[src/rtl/clock_ctrl_pkg.sv]
// Shared constants, types and BCD helper for the Basys3 HH:MM clock controller.
package clock_ctrl_pkg;

    localparam logic [1:0] MODE_RUN     = 2'd0;
    localparam logic [1:0] MODE_SET_HR  = 2'd1;
    localparam logic [1:0] MODE_SET_MIN = 2'd2;

    // Active-low {g,f,e,d,c,b,a} patterns
    localparam logic [6:0] SEG_BLANK = 7'h7F;
    localparam logic [6:0] SEG_ZERO  = 7'b1000000;

    // Encoding 2'd3 is left unnamed on purpose; the FSM maps it back to RUN.
    typedef enum logic [1:0] {
        ST_RUN     = MODE_RUN,
        ST_SET_HR  = MODE_SET_HR,
        ST_SET_MIN = MODE_SET_MIN
    } state_e;

    // Two-digit BCD increment {tens,units}; wraps to 00 after 'last' (e.g. 8'h59, 8'h23).
    function automatic logic [7:0] bcd_inc_wrap(input logic [7:0] v, input logic [7:0] last);
        logic [7:0] r;
        if (v == last)
            r = 8'h00;
        else if (v[3:0] >= 4'd9)
            r = {v[7:4] + 4'd1, 4'd0};
        else
            r = {v[7:4], v[3:0] + 4'd1};
        return r;
    endfunction

endpackage

[src/rtl/seg7_decode.sv]
// BCD digit to active-low seven-segment pattern; codes 10..15 render blank.
import clock_ctrl_pkg::*;

module seg7_decode (
    input  logic [3:0] bcd_i,
    output logic [6:0] seg_o
);

    // Pure lookup, {g,f,e,d,c,b,a}, a segment is lit when its bit is 0
    always_comb begin
        seg_o = SEG_BLANK;
        case (bcd_i)
            4'd0: seg_o = 7'b1000000;
            4'd1: seg_o = 7'b1111001;
            4'd2: seg_o = 7'b0100100;
            4'd3: seg_o = 7'b0110000;
            4'd4: seg_o = 7'b0011001;
            4'd5: seg_o = 7'b0010010;
            4'd6: seg_o = 7'b0000010;
            4'd7: seg_o = 7'b1111000;
            4'd8: seg_o = 7'b0000000;
            4'd9: seg_o = 7'b0010000;
            default: seg_o = SEG_BLANK;
        endcase
    end

endmodule

[src/rtl/clock_time_ctrl.sv]
// Basys3 24 h HH:MM clock: button sync/edge detect, 1 Hz prescaler, RUN/SET FSM,
// BCD timekeeping and a registered 4-digit multiplexed seven-segment driver.
// Everything runs on clk with clock enables; no derived clocks.
import clock_ctrl_pkg::*;

module clock_time_ctrl #(
    parameter int SEC_DIV  = 100_000_000,
    parameter int SCAN_DIV = 25_000
) (
    input  logic        clk,
    input  logic        rst,
    input  logic        btn_mode,
    input  logic        btn_inc,
    output logic [3:0]  an,
    output logic [6:0]  seg,
    output logic        dp,
    output logic        sec_led,
    output logic [1:0]  mode,
    output logic [15:0] time_bcd
);

    localparam int PW = $clog2(SEC_DIV);
    localparam int SW = $clog2(SCAN_DIV);
    localparam logic [PW-1:0] PRESC_LAST = PW'(SEC_DIV - 1);
    localparam logic [PW-1:0] PRESC_HALF = PW'(SEC_DIV / 2);
    localparam logic [SW-1:0] SCAN_LAST  = SW'(SCAN_DIV - 1);

    // Button synchronisers: [0] first flop, [1] second flop, prev = delayed [1]
    logic [1:0] mode_s_q, inc_s_q;
    logic       mode_prev_q, inc_prev_q;
    logic       mode_pulse, inc_pulse, inc_act;

    state_e            state_q, state_d;
    logic [PW-1:0]     presc_q, presc_d;
    logic [SW-1:0]     scan_q, scan_d;
    logic [1:0]        idx_q, idx_d;
    logic [7:0]        hr_q, hr_d, mn_q, mn_d, ss_q, ss_d;
    logic [3:0]        an_q, an_d;
    logic [6:0]        seg_q, seg_d;
    logic              dp_q, dp_d;

    logic              sec_tick, phase, enter_hr, blank;
    logic [3:0]        digit;
    logic [6:0]        seg_raw;

    // Two-flop synchronisers plus one-cycle rising-edge detect
    always_ff @(posedge clk) begin
        if (rst) begin
            mode_s_q    <= 2'b00;
            inc_s_q     <= 2'b00;
            mode_prev_q <= 1'b0;
            inc_prev_q  <= 1'b0;
        end else begin
            mode_s_q    <= {mode_s_q[0], btn_mode};
            inc_s_q     <= {inc_s_q[0], btn_inc};
            mode_prev_q <= mode_s_q[1];
            inc_prev_q  <= inc_s_q[1];
        end
    end

    assign mode_pulse = mode_s_q[1] & ~mode_prev_q;
    assign inc_pulse  = inc_s_q[1] & ~inc_prev_q;
    // A simultaneous mode press swallows the increment
    assign inc_act    = inc_pulse & ~mode_pulse;

    assign sec_tick = (presc_q == PRESC_LAST);
    assign phase    = (presc_q >= PRESC_HALF);
    assign enter_hr = (state_q == ST_RUN) && mode_pulse;

    // Mode FSM next state; the unused encoding falls back to RUN
    always_comb begin
        state_d = state_q;
        case (state_q)
            ST_RUN:     if (mode_pulse) state_d = ST_SET_HR;
            ST_SET_HR:  if (mode_pulse) state_d = ST_SET_MIN;
            ST_SET_MIN: if (mode_pulse) state_d = ST_RUN;
            default:    state_d = ST_RUN;
        endcase
    end

    // Prescaler, time registers and scan position next-state
    always_comb begin
        presc_d = sec_tick ? '0 : presc_q + PW'(1);
        hr_d    = hr_q;
        mn_d    = mn_q;
        ss_d    = ss_q;

        if ((state_q == ST_RUN) && sec_tick) begin
            ss_d = bcd_inc_wrap(ss_q, 8'h59);
            if (ss_q == 8'h59) begin
                mn_d = bcd_inc_wrap(mn_q, 8'h59);
                if (mn_q == 8'h59)
                    hr_d = bcd_inc_wrap(hr_q, 8'h23);
            end
        end

        if (inc_act) begin
            if (state_q == ST_SET_HR)
                hr_d = bcd_inc_wrap(hr_q, 8'h23);
            else if (state_q == ST_SET_MIN)
                mn_d = bcd_inc_wrap(mn_q, 8'h59);
        end

        // Setting starts from a clean second boundary
        if (enter_hr) begin
            ss_d    = 8'h00;
            presc_d = '0;
        end

        scan_d = (scan_q == SCAN_LAST) ? '0 : scan_q + SW'(1);
        idx_d  = (scan_q == SCAN_LAST) ? idx_q + 2'd1 : idx_q;
    end

    // Digit select: idx0..3 = mn_u, mn_t, hr_u, hr_t
    always_comb begin
        digit = 4'd0;
        case (idx_q)
            2'd0: digit = mn_q[3:0];
            2'd1: digit = mn_q[7:4];
            2'd2: digit = hr_q[3:0];
            2'd3: digit = hr_q[7:4];
            default: digit = 4'd0;
        endcase
    end

    seg7_decode u_dec (
        .bcd_i (digit),
        .seg_o (seg_raw)
    );

    // Display drive: blink the field being set, colon on digit 2 during even seconds
    always_comb begin
        blank = phase && (((state_q == ST_SET_HR)  &&  idx_q[1]) ||
                          ((state_q == ST_SET_MIN) && !idx_q[1]));
        an_d  = blank ? 4'hF : ~(4'b0001 << idx_q);
        seg_d = blank ? SEG_BLANK : seg_raw;
        dp_d  = !((idx_q == 2'd2) && (state_q == ST_RUN) && !ss_q[0]);
    end

    // All state registers, including the display outputs, share one sync reset
    always_ff @(posedge clk) begin
        if (rst) begin
            state_q <= ST_RUN;
            presc_q <= '0;
            scan_q  <= '0;
            idx_q   <= 2'd0;
            hr_q    <= 8'h00;
            mn_q    <= 8'h00;
            ss_q    <= 8'h00;
            an_q    <= 4'b1110;
            seg_q   <= SEG_ZERO;
            dp_q    <= 1'b1;
        end else begin
            state_q <= state_d;
            presc_q <= presc_d;
            scan_q  <= scan_d;
            idx_q   <= idx_d;
            hr_q    <= hr_d;
            mn_q    <= mn_d;
            ss_q    <= ss_d;
            an_q    <= an_d;
            seg_q   <= seg_d;
            dp_q    <= dp_d;
        end
    end

    assign an       = an_q;
    assign seg      = seg_q;
    assign dp       = dp_q;
    assign sec_led  = ss_q[0];
    assign mode     = state_q;
    assign time_bcd = {hr_q, mn_q};

endmodule

[config.mk]
export PLATFORM = sky130hd
export DESIGN_NAME = clock_time_ctrl
export DESIGN_NICKNAME = d
export VERILOG_FILES = /design/src/rtl/clock_ctrl_pkg.sv /design/src/rtl/seg7_decode.sv /design/src/rtl/clock_time_ctrl.sv
export SDC_FILE = /design/constraint.sdc
export NUM_CORES = 1
export LEC_CHECK = 0
export CAP_MARGIN = 40
export CORE_MARGIN = 2
export CORE_UTILIZATION = 63
export DETAILED_ROUTE_END_ITERATION = 10
export DONT_BUFFER_PORTS = 1
export GPL_TIMING_DRIVEN = 0
export PLACE_DENSITY = 0.85
export SYNTH_ARGS = -nofsm -noshare
export SYNTH_HDL_FRONTEND = slang
export SYNTH_SLANG_ARGS = --single-unit
[constraint.sdc]
create_clock -name clk -period 2.82 [get_ports clk]
set_input_delay 0.705 -clock clk [delete_from_list [all_inputs] [get_ports clk]]
set_output_delay 0.705 -clock clk [all_outputs]
set_load 0.005 [all_outputs]
======== Yosys cells after proc, flatten, opt, wreduce, memory -nomap -nowiden ========
Memory sizes are Yosys's and may differ from the RTL's.
Cells that the tools add are included.
storage, ports and cells
  register bits after elaboration ......... 88
  ROM bits ................................ 112
  output and inout bits ................... 31
  logic and storage cells ................. 95
  memories ................................ 1
memory list
  name             words  bits a word  read ports  clocked after memory_dff  wr ports  line               text
  (no name shown)  16     7            1           0                         0         seg7_decode.sv:12  case (bcd_i)
cells by class
  $add $sub $neg .......................... 9
  $lt $le $gt $ge ......................... 4
  equality and inequality tests ........... 13
  shift-type cells ........................ 1
  mux-type cells .......................... 23
  bitwise gates (word level) .............. 7
  reductions and logical operators ........ 20
operators with widths
  operator               number
  $mux 8                 16
  $add 27x1->27 const B  1
  $eq 27x27->1 const B   1
  $ge 27x26->1 const B   1
  $add 4x1->4 const B    6
  $eq 8x7->1 const B     2
  $pmux 4 s4             1
  $add 15x1->15 const B  1
  $eq 15x15->1 const B   1
  $ge 4x4->1 const B     3
  $eq 8x6->1 const B     1
  $logic_and 1x1->1      7
  $eq 2x2->1 const B     3
  $mux 2                 3
  $mux 6                 1
  $ne 2x2->1 const B     3
  $pmux 2 s3             1
  $reduce_or 2->1        3
  $eq 2x1->1 const B     2
  $logic_not 2->1        2
  $not 4->4              1
  $shl 1x2->4 const A    1
  $and 1x1->1            3
  $logic_not 1->1        3
  other kinds (8)        10

======== Longest topological paths before layout ========
  depth after elaboration ................. 8
  mapped depth ............................ 9
  mapped depth without buffers ............ 9

======== Modules after synthesis ========
From an unflattened synthesis, not the netlist that was laid out.
second synthesis, totals
  cells, all modules ...................... 544
  area, all modules ....................... 4604.4 sq um
by module, submodules not included
  module           instances  cells each  area each (sq um)  sequential area each (sq um)
  clock_time_ctrl  1          511         4394.2             1761.7
  seg7_decode      1          33          210.2              0.0

======== Worst setup path after synthesis ========
Ideal clock, no wire load.
  kind .................................... register -> register
  start ................................... register presc_q[0]
  end ..................................... register mn_q[4]
  data arrival time ....................... 1952 ps
  slack ................................... 745 ps
  cell stages (with the launch flop) ...... 8
  buffers on the path ..................... 1
  cells stage by stage .................... dfxtp_1 > ha_1 > nand3_1 > nor4_4 > and4_2 > buf_4 > o21ai_2 > mux2_1
between the ends
  word-level cells in the longest chain between the ends .. 6
ends and longest elaborated chain
  element                 line                    text
  from (decl)             clock_time_ctrl.sv:34   logic [PW-1:0] presc_q, presc_d;
  from (signal assigned)  clock_time_ctrl.sv:155  presc_q <= presc_d;
  $eq 27x27->1 (*)        clock_time_ctrl.sv:66   assign sec_tick = (presc_q == PRESC_LAST);
  $logic_and 1x1->1 (*)   clock_time_ctrl.sv:88   if ((state_q == ST_RUN) && sec_tick) begin
  $mux 8 (*)              clock_time_ctrl.sv:88
  $mux 8                  clock_time_ctrl.sv:100  else if (state_q == ST_SET_MIN)
  $mux 8                  clock_time_ctrl.sv:98   if (state_q == ST_SET_HR)
  $mux 8 (*)              clock_time_ctrl.sv:97   if (inc_act) begin
  to (signal assigned)    clock_time_ctrl.sv:159  mn_q <= mn_d;
  to (decl)               clock_time_ctrl.sv:37   logic [7:0] hr_q, hr_d, mn_q, mn_d, ss_q, ss_d;
Every way passes the cells marked *; elsewhere a longest branch is shown, timed or not.
A chain may end at the register's enable or synchronous reset.

======== Final worst setup path ========
Ends and elaborated chain as after synthesis.

==> flow_summary.json <==
{
  "worstPathCellList": "ha_1 -> nand3_1 -> nor4_4 -> and4_2 -> buf_4 -> o21ai_2 -> mux2_1",
  "synth_edf_count": 0,
  "drc_errors": 0,
  "synth-main-ff-cell": "dfxtp_1",
  "crit_fanout": 9,
  "wire_per_inst_um": 15.24,
  "slew_headroom_pct": 43.40,
  "clkTransAtPathRegs_ps": 80,
  "async_reset_ff_share_pct": 0,
  "area_growth_pct": 7.421,
  "setup_tns_ps": 0,
  "htree_levels": 3,
  "yosysSeqAreaShare_pct": 39.73,
  "num_io_pins": 35,
  "die_x_um": 87.90,
  "synth_top_area_share_pct": 39.73,
  "rows": 30,
  "cts_setup_buffers": 0,
  "fin_crit_sh_pct": 85.01,
  "yosys-top-cells-area": "dfxtp_1, ha_1, nor2_1",
  "grt_first_pass_wirelength_mm": 15.99,
  "vias_per_cell": 5.992,
  "nets": 541,
  "synth_fp_nets": 528,
  "crit_required_ps": 3070,
  "cts_resized": 0,
  "clockBufferDepth": 2,
  "finalSetupViolCount": 0,
  "synthCells": 496,
  "hpwl_mm": 6.557,
  "final_common_cell": "dfxtp_1",
  "cts.hold.buffers_added": 0,
  "grt_max_degree": 14,
  "die_h_um": 87.90,
  "ys.warnings.count": 0,
  "drv_cap": 0,
  "syn_area_um2": 4434,
  "dieArea_um2": 7726,
  "fmax_ghz": 0.4171,
  "grt_overflow": 0,
  "tightest_slew_ps": 842.0,
  "hold_violations": 0,
  "final_cell_mix": "dfxtp_1, nor2_1, nand2_1, ha_1",
  "yosys.cell_types.count": 66,
  "layout_min_cycle_time_ps": 2397,
  "skew_ps": 10.54,
  "grt_pass1_vias": 3447,
  "power.density_nw_per_um2": 464.1,
  "grtUsageTotal_pct": 26.32,
  "ys_seq_elements": 88,
  "drt-met1-wl_mm": 4.099,
  "place_congestion": 0.9259,
  "first_pass_iters": 5,
  "yosysTopAreaCell": "dfxtp_1",
  "hp-class": "flop to flop",
  "cts_tree": "yes",
  "post-route-util_pct": 70.11,
  "postRouteAntennaNets": 0,
  "initial_core_util_pct": 65.27,
  "numCtsBuffers": 9,
  "clock_latency_ps": 360,
  "ir_worst_vdd_v": 0.0005198,
  "report.final.slew_viol_count": 0,
  "rsz0062_at_grt": "no",
  "cp.arrival_ps": 2640,
  "drt-initial-drc-count": 239,
  "antenna_found_initial": 0,
  "slowest_stage": "nor4_4",
  "top_layer_used": "met4",
  "drive_above_1_share_pct": 8.366,
  "core-area_um2": 6794,
  "worstSetupPathType": "flop to flop",
  "totalWireLength_mm": 9.297,
  "root_buffer": "clkbuf_8",
  "startpoint_type": "flop",
  "wl_met3_um": 694,
  "port_buffers": 0,
  "met2_length_mm": 4.313,
  "slowest_delay_ps": 560,
  "diodes": 0,
  "status": "finished, final reports clean",
  "leakagePower_nw": 1.770,
  "syn_area_per_cell_um2": 8.940,
  "vias": 3655,
  "numClockSinks": 88,
  "endpoint_kind": "flop"
}
-- Yosys cell counts, drive strengths merged, types with 7 or more instances --
library cell  instances
nor2                 67
o21ai                15
nor2b                 9
xnor2                15
inv                  26
dfxtp                88
nor3                 10
mux2i                 7
clkbuf                8
nand3                23
a21oi                16
nor4                  8
nand2                39
ha                   28
xor2                 26
nand4                16
-- critical path: cells and delay by family (launching register included) --
family / cells / cell delay [ps]
AOI/OAI and AO/OA: 1 / 80
adders and majority gates: 1 / 270
buffers and inverters: 1 / 160
DFF: 1 / 400
muxes: 1 / 330
and+or+nand+nor: 3 / 1050
-- cell families (layout without fill, tap and decap cells) --
family                   after synthesis  count (layout)  synth area share (%)
AO/OA/AOI/OAI                         68              68                 10.50
adder cells (fa/ha/maj)               28              28                 7.901
flip-flops                            88              88                 39.73
XOR/XNOR                              41              41                 8.098
multiplexers                          10              10                 2.342
AND/OR/NAND/NOR                      221             221                 27.82
buffers and inverters                 40              58                 3.612
-- layer usage --
layer	vias to the layer above	global-route usage, %
li1	1787	-
met1	1722	34.00
met2	124	41.25
met3	22	7.069
met4	0	11.89
met5	-	0
-- sequential cells by signal, summed over array words and instances (netlist names), 2 cells and up --
| register | flops |
|---|---|
| mn_q | 8 |
| ss_q | 8 |
| inc_s_q | 2 |
| seg | 7 |
| mode_s_q | 2 |
| scan_q | 15 |
| presc_q | 27 |
| mode | 2 |
| hr_q | 8 |
| an | 4 |
| idx_q | 2 |
-- final cells by class --
class	instances	area (um^2)
buffer	14	62.56
clock buffer	13	158.9
clock inverter	3	40.04
fill	530	2031
inverter	26	97.59
multi-input combinational	368	2512
sequential	88	1762
tap	96	120.1
timing repair buffer	2	10.01
-- power breakdown --
group	switching, mW	internal (mW)	leakage [nW]	total, mW
sequential	0.0133	1.25	0.711	1.27
combinational	0.0489	0.0221	0.955	0.0709
clock	0.417	0.456	0.103	0.873
total	0.479	1.73	1.77	2.21
-- final timing paths --
path	start	end	slack (ps)	cells after the start
max	presc_q[0]	mn_q[4]	420	7
min	inc_s_q[0]	inc_s_q[1]	450	1
max reg2reg	presc_q[0]	mn_q[4]	420	7
min reg2reg	inc_s_q[0]	inc_s_q[1]	450	1
-- per-stage QoR --
step	setup slack, ps	instances	hold slack (ps)	power [mW]	area, um^2
2_1_floorplan	745.0	496	413.8	1.344	4434
4_1_cts	423.5	610	455.3	2.227	4763
3_3_place_gp	484.2	592	417.2	1.361	4554
6_report	422.8	610	449.1	2.211	4763
5_1_grt	264.9	610	458.6	2.296	4763
3_5_place_dp	429.3	594	436.8	1.365	4564
Note: power is estimated with default switching activity, not from simulation.
